**config.mk**
```make
export PLATFORM = sky130hd
export DESIGN_NAME = dpi_stream_ctx_tracker
export DESIGN_NICKNAME = d
export VERILOG_FILES = /design/src/rtl/dpi_ctx_pkg.sv /design/src/rtl/dpi_ctx_ram.sv /design/src/rtl/dpi_stream_ctx_tracker.sv
export SDC_FILE = /design/constraint.sdc
export NUM_CORES = 1
export LEC_CHECK = 0
export ABC_AREA = 1
export CORE_UTILIZATION = 44
export DETAILED_ROUTE_END_ITERATION = 10
export SKIP_CTS_REPAIR_TIMING = 1
export SLEW_MARGIN = 25
export SYNTH_ARGS = -nofsm -noshare
export SYNTH_HDL_FRONTEND = slang
export SYNTH_SLANG_ARGS = --single-unit
```
**constraint.sdc**
```tcl
create_clock -name clk -period 2.5 [get_ports clk]
set_input_delay 0.625 -clock clk [delete_from_list [all_inputs] [get_ports clk]]
set_output_delay 0.625 -clock clk [all_outputs]
set_load 0.1 [all_outputs]
```
**src/rtl/dpi_ctx_pkg.sv**
```systemverilog
// Shared types and helpers for the per-stream regex context tracker.
package dpi_ctx_pkg;

  localparam int unsigned DefNumStreams = 64;
  localparam int unsigned DefStateW     = 11;
  localparam int unsigned DefCntW       = 16;

  typedef enum logic [1:0] {
    StIdle,
    StLoad,
    StActive,
    StCommit
  } ctx_state_e;

  // Add a single bit to val, clamping at 2^width-1 (width <= 32).
  function automatic logic [31:0] sat_add(input logic [31:0] val, input logic inc,
                                          input int unsigned width);
    logic [31:0] max_v;
    max_v = (width >= 32) ? 32'hFFFF_FFFF : ((32'd1 << width) - 32'd1);
    return (inc && (val < max_v)) ? (val + 32'd1) : val;
  endfunction

endpackage

```
**src/rtl/dpi_ctx_ram.sv**
```systemverilog
// Simple 1W/1R context RAM with synchronous read; a read that collides with a
// write to the same address returns the pre-write contents. Not reset.
module dpi_ctx_ram #(
  parameter int unsigned Depth = 64,
  parameter int unsigned Width = 11,
  parameter int unsigned AddrW = $clog2(Depth)
) (
  input  logic             clk,
  input  logic             we,
  input  logic [AddrW-1:0] waddr,
  input  logic [Width-1:0] wdata,
  input  logic [AddrW-1:0] raddr,
  output logic [Width-1:0] rdata
);

  logic [Width-1:0] mem [Depth];

  // Write port and registered read port.
  always_ff @(posedge clk) begin
    if (we) mem[waddr] <= wdata;
    rdata <= mem[raddr];
  end

endmodule

```
**src/rtl/dpi_stream_ctx_tracker.sv**
```systemverilog
// Per-stream save/restore of regex engine state plus packet match counting.
// Optional macro DPI_CTX_RDBK_EN adds per-stream match counters readable via
// rd_sid/rd_count.
module dpi_stream_ctx_tracker
  import dpi_ctx_pkg::*;
#(
  parameter int unsigned NUM_STREAMS = DefNumStreams,
  parameter int unsigned SID_W       = $clog2(NUM_STREAMS),
  parameter int unsigned STATE_W     = DefStateW,
  parameter int unsigned CNT_W       = DefCntW
) (
  input  logic               clk,
  input  logic               rst_n,
  input  logic               sop,
  input  logic [SID_W-1:0]   stream_id,
  input  logic               new_stream,
  input  logic               enable,
  input  logic               eop,
  input  logic [STATE_W-1:0] eng_state_out,
  input  logic               eng_accept,
  output logic [STATE_W-1:0] eng_state_in,
  output logic               eng_state_in_vld,
  output logic               fired,
  output logic [CNT_W-1:0]   total_count,
  output logic               busy
`ifdef DPI_CTX_RDBK_EN
  ,
  input  logic [SID_W-1:0]   rd_sid,
  output logic [CNT_W-1:0]   rd_count
`endif
);

  ctx_state_e         state_q, state_d;
  logic               fired_q, fired_d;
  logic [CNT_W-1:0]   total_q, total_d;
  logic [SID_W-1:0]   sid_q;
  logic               new_q, en_q;
  logic [STATE_W-1:0] cap_q;
  logic               fwd_q;
  logic [STATE_W-1:0] fwd_state_q;
  logic [STATE_W-1:0] ram_rdata;
  logic               ram_we;

  // Commit writes only for enabled packets; a reset cycle never writes.
  assign ram_we = rst_n && (state_q == StCommit) && en_q;

  // Next-state, fired and total_count update.
  always_comb begin
    state_d = state_q;
    fired_d = fired_q;
    total_d = total_q;
    unique case (state_q)
      StIdle:   ;
      StLoad:   state_d = StActive;
      StActive: begin
        fired_d = fired_q | eng_accept;
        if (eop) state_d = StCommit;
      end
      StCommit: begin
        state_d = StIdle;
        if (en_q) total_d = CNT_W'(sat_add(32'(total_q), fired_q, CNT_W));
        else      fired_d = 1'b0;
      end
      default:  state_d = StIdle;
    endcase
    // A new packet start aborts whatever is in flight (a commit still completes).
    if (sop) begin
      state_d = StLoad;
      fired_d = 1'b0;
    end
  end

  // Control state with synchronous reset.
  always_ff @(posedge clk) begin
    if (!rst_n) begin
      state_q <= StIdle;
      fired_q <= 1'b0;
      total_q <= '0;
    end else begin
      state_q <= state_d;
      fired_q <= fired_d;
      total_q <= total_d;
    end
  end

  // Packet attributes, captured end state and write-forwarding bookkeeping.
  always_ff @(posedge clk) begin
    if (sop) begin
      sid_q       <= stream_id;
      new_q       <= new_stream;
      en_q        <= enable;
      // The RAM read issued now sees the old contents if COMMIT writes this sid.
      fwd_q       <= (state_q == StCommit) && en_q && (stream_id == sid_q);
      fwd_state_q <= cap_q;
    end
    if ((state_q == StActive) && eop && !sop) cap_q <= eng_state_out;
  end

  dpi_ctx_ram #(
    .Depth (NUM_STREAMS),
    .Width (STATE_W),
    .AddrW (SID_W)
  ) u_state_ram (
    .clk   (clk),
    .we    (ram_we),
    .waddr (sid_q),
    .wdata (cap_q),
    .raddr (stream_id),
    .rdata (ram_rdata)
  );

  // Engine load value and status outputs.
  always_comb begin
    eng_state_in = '0;
    if (state_q == StLoad && !new_q) eng_state_in = fwd_q ? fwd_state_q : ram_rdata;
  end

  assign eng_state_in_vld = (state_q == StLoad);
  assign fired            = fired_q;
  assign total_count      = total_q;
  assign busy             = (state_q != StIdle);

`ifdef DPI_CTX_RDBK_EN
  logic [CNT_W-1:0] cnt_rdata, cnt_base_q, cnt_fwd_q, cnt_start, cnt_wdata;

  assign cnt_start = new_q ? {CNT_W{1'b0}} : cnt_base_q;
  assign cnt_wdata = CNT_W'(sat_add(32'(cnt_start), fired_q, CNT_W));

  // Per-stream counter base, fetched during LOAD with the same forwarding as state.
  always_ff @(posedge clk) begin
    if (sop) cnt_fwd_q <= cnt_wdata;
    if (state_q == StLoad) cnt_base_q <= fwd_q ? cnt_fwd_q : cnt_rdata;
  end

  // Two identical counter copies: one feeds commit, the other serves readback.
  dpi_ctx_ram #(
    .Depth (NUM_STREAMS),
    .Width (CNT_W),
    .AddrW (SID_W)
  ) u_cnt_ram (
    .clk   (clk),
    .we    (ram_we),
    .waddr (sid_q),
    .wdata (cnt_wdata),
    .raddr (stream_id),
    .rdata (cnt_rdata)
  );

  dpi_ctx_ram #(
    .Depth (NUM_STREAMS),
    .Width (CNT_W),
    .AddrW (SID_W)
  ) u_cnt_rdbk_ram (
    .clk   (clk),
    .we    (ram_we),
    .waddr (sid_q),
    .wdata (cnt_wdata),
    .raddr (rd_sid),
    .rdata (rd_count)
  );
`endif

endmodule

```
==> impl.org <==
** Yosys
- The number of nets handed over by synthesis was 2,715.
- Number of standard cells after synthesis :: 2,690
- Netlist area before placement :: 31,000 µm²
- Number of distinct library cells after synthesis :: 27
- Synth Register Bits :: 765
- Yosys printed 0 warnings.
- A synthesized cell averages 11.5 µm².
- The share of the Yosys chip area taken by registers is 73.1%.

** Placed design
- The congestion estimate from routability-driven global placement came to 0.903.
- The wire-length estimate of the detail-placed layout is 50,700 µm.
- Prior to clock tree synthesis, the placed netlist has a worst setup slack of -210 ps.
- Number of input and output port buffers inserted :: 53
- Including well taps, the total number of placed cells is 3,669.

** Layout
- The number of antenna diodes in the final layout is 0.
- Fill cell total of the finished layout :: 5,939
- Post-layout net count :: 2,845
- Commonest non-fill, non-tap cell in the layout :: nand2_1
- The post-route netlist has 11.6% of its cells at a drive strength greater than 1.
- Once layout is complete, the cells apart from fillers number 3,814.
- Leading cell types in the layout, fill and taps excluded :: nand2_1, edfxtp_1, nand3_1
- Layout overhead on the synthesized area :: 17.6%

** Die
- After floorplanning, the core was sized to cover 69,200 µm².
- The floorplan step set the die width to 267 µm.
- Pin placement for this block handled 54 I/O pins.
- The floorplan has 96 rows.
- The die covers 71,500 µm².
- Effective utilization at floorplan :: 44.8%
- Die outline height :: 267 µm

** Clock network
- Clk Latency, worst-skew pair :: 630 ps
- After clock tree synthesis, the clock-pin slew on the worst setup and hold paths is 60 ps.
- CTS HTree Levels :: 3
- Clock root buffer :: clkbuf_16
- The clock passes through at most 3 buffers.
- CTS Buf Count :: 78
- Clock tree from TritonCTS :: done
- Total number of clock tree sinks :: 765

** Routing
- Avg Vias per Cell :: 5.42
- The final route contains 20,657 vias.
- Once detail routing completed, the nets flagged for antenna violations numbered 0.
- After detailed routing, the total wire length is 83,500 µm.
- After detailed routing, the average wire length per cell comes to 21.9 µm.
- For this run, design rule violations remaining after detail routing come to 0.
- DR iter-0 viols :: 2,216
- The first detailed-routing pass took 6 iterations.

** Timing
- Setup repair after global routing left no endpoint under its margin.
- The number of hold-slack violations in the final timing report was 0.
- Post-Route Skew :: 18.6 ps
- Max Fclk :: 419 MHz
- The final critical path takes up 95.4% of the cycle.
- Fin Hold WS :: 499 ps
- Slew at the pin closest to its max-slew limit :: 653 ps
- The smallest clock period supported by the final layout is computed as 2380 ps.
- Max-slew violation total from the final report :: 0
- Setup violations remaining at the end of the flow were counted as 0.
- Headroom to the max-slew limit came out at 56.4%.
- Once routing completed, OpenROAD measured the worst setup slack at 116 ps.

** Outcome
- The flow ran to the end, and the final reports show no timing, DRC or antenna violations.

** Global route
- Entering global routing, the biggest net connects 91 pins.
- Number of antenna violations at the first check in global routing :: 1
- Wire length of the first global-routing pass :: 124,000 µm
- Summed over all layers, the global routing overflow is 0.
- Vias in the first global route :: 20,372
- Overall fraction of global-route tracks in use :: 23.6%

** Setup path
- Along the worst path, the maximum fanout reaches 6.
- The worst setup path is launched from a register.
- Setup crit end kind :: output pin
- Critical setup path kind :: reg2out
- At the worst endpoint, the required time is 1880 ps.
- At the worst endpoint, the arrival time is 1760 ps.

** Pwr
- Total power draw :: 27.2 mW
- Leakage :: 13.2 nW
- Max rail drop VDD :: 0.442 mV
- Cell area power density :: 744 nW/µm²

** Flow run
- Maximum capacitance violations :: 0

** Hold path
- The min-delay analysis places its worst path in the category reg2reg.
==> registers in the layout, indices dropped and copies added, names as in the netlist, 2 cells and up <==
| signal | cells |
|---|---|
| u_state_ram.mem | 704 |
| sid_q | 6 |
| cap_q | 11 |
| state_q | 2 |
| total_count | 16 |
| u_state_ram.rdata | 11 |
| fwd_state_q | 11 |
==> critical path, cell delays in order (launching register included) <==
cell and delay [ps]:
dfxtp_2 350, inv_1 70, nor2_4 200, nand2_8 130, a21oi_4 190, buf_12 200
==> cells by family (layout without fill, tap and decap cells) <==
group,count (synthesis),after routing,share of synthesized area (%)
AOI/OAI and AO/OA,29,29,0.484
xor gates and xnor gates,14,14,0.395
adders and majority gates,1,1,0.0403
buffers and inverters,193,385,2.92
DFF,765,765,73.1
and+or+nand+nor,1688,1689,23.1
==> through the flow <==
| step | instance area, µm² | util (%) | setup TNS [ps] |
|---|---|---|---|
| 2_1_floorplan | 31200 | - | -81.1 |
| 3_3_place_gp | 33900 | 48.9 | -89300 |
| 3_5_place_dp | 33900 | 48.9 | -90770 |
| 4_1_cts | 36400 | 52.7 | -1960 |
| 5_1_grt | 36500 | 52.7 | 0 |
| 6_report | 36500 | 52.7 | 0 |
==> final timing paths <==
kind,from,endpoint,slack (ps),cells past startpoint
worst max-delay path,state_q[0]$_SDFFE_PN0P_,eng_state_in[9],120,5
worst min-delay path,fired$_SDFFE_PP0P_,fired$_SDFFE_PP0P_,500,2
worst max register to register,state_q[1]$_SDFFE_PP0P_,u_state_ram.mem[56][5]$_DFFE_PP_,280,11
worst min register to register,fired$_SDFFE_PP0P_,fired$_SDFFE_PP0P_,500,2
==> power breakdown <==
part	internal, mW	switching, mW
Sequential	13.9	0.0283
Clock	6.87	4.85
Combinational	0.464	1.04
Total	21.2	5.92
==> layer usage <==
metal | wire [µm] | GRT usage [%] | vias to the layer above
li1 | - | - | 9663
met1 | 35700 | 32.4 | 10050
met2 | 39900 | 38.8 | 794
met3 | 5510 | 3.18 | 148
met4 | 2370 | 7.89 | 2
met5 | 13 | 0 | -
==> layout make-up <==
cell class	instances	area [µm²]	share of cell area (%)
clock buffers	93	2150	5.88
flip-flops and latches	765	22700	62.1
well taps	931	1160	3.19
clock inverters	50	452	1.24
multi-input cells	1733	7590	20.8
inverters	36	148	0.405
repair buffers	206	2300	6.31
==> synth_stat cells, drive strengths merged <==
library cell	count	area (µm²)
nand2	966	3630
edfxtp	735	22100
nand3	619	3100
buf	121	634
nor2	88	330
clkbuf	36	135
inv	35	131
dfxtp	30	601
a21oi	25	125
xor2	11	96.3
nor3	6	35.0
nand4	4	25.0
xnor2	3	26.3
nor4	2	12.5
o21ai	2	10.0
a211oi	1	7.51
clkinv	1	3.75
ha	1	12.5
nand3b	1	7.51
nor3b	1	7.51
o21bai	1	7.51
or2	1	6.26
(Power assumes the default switching activity.)
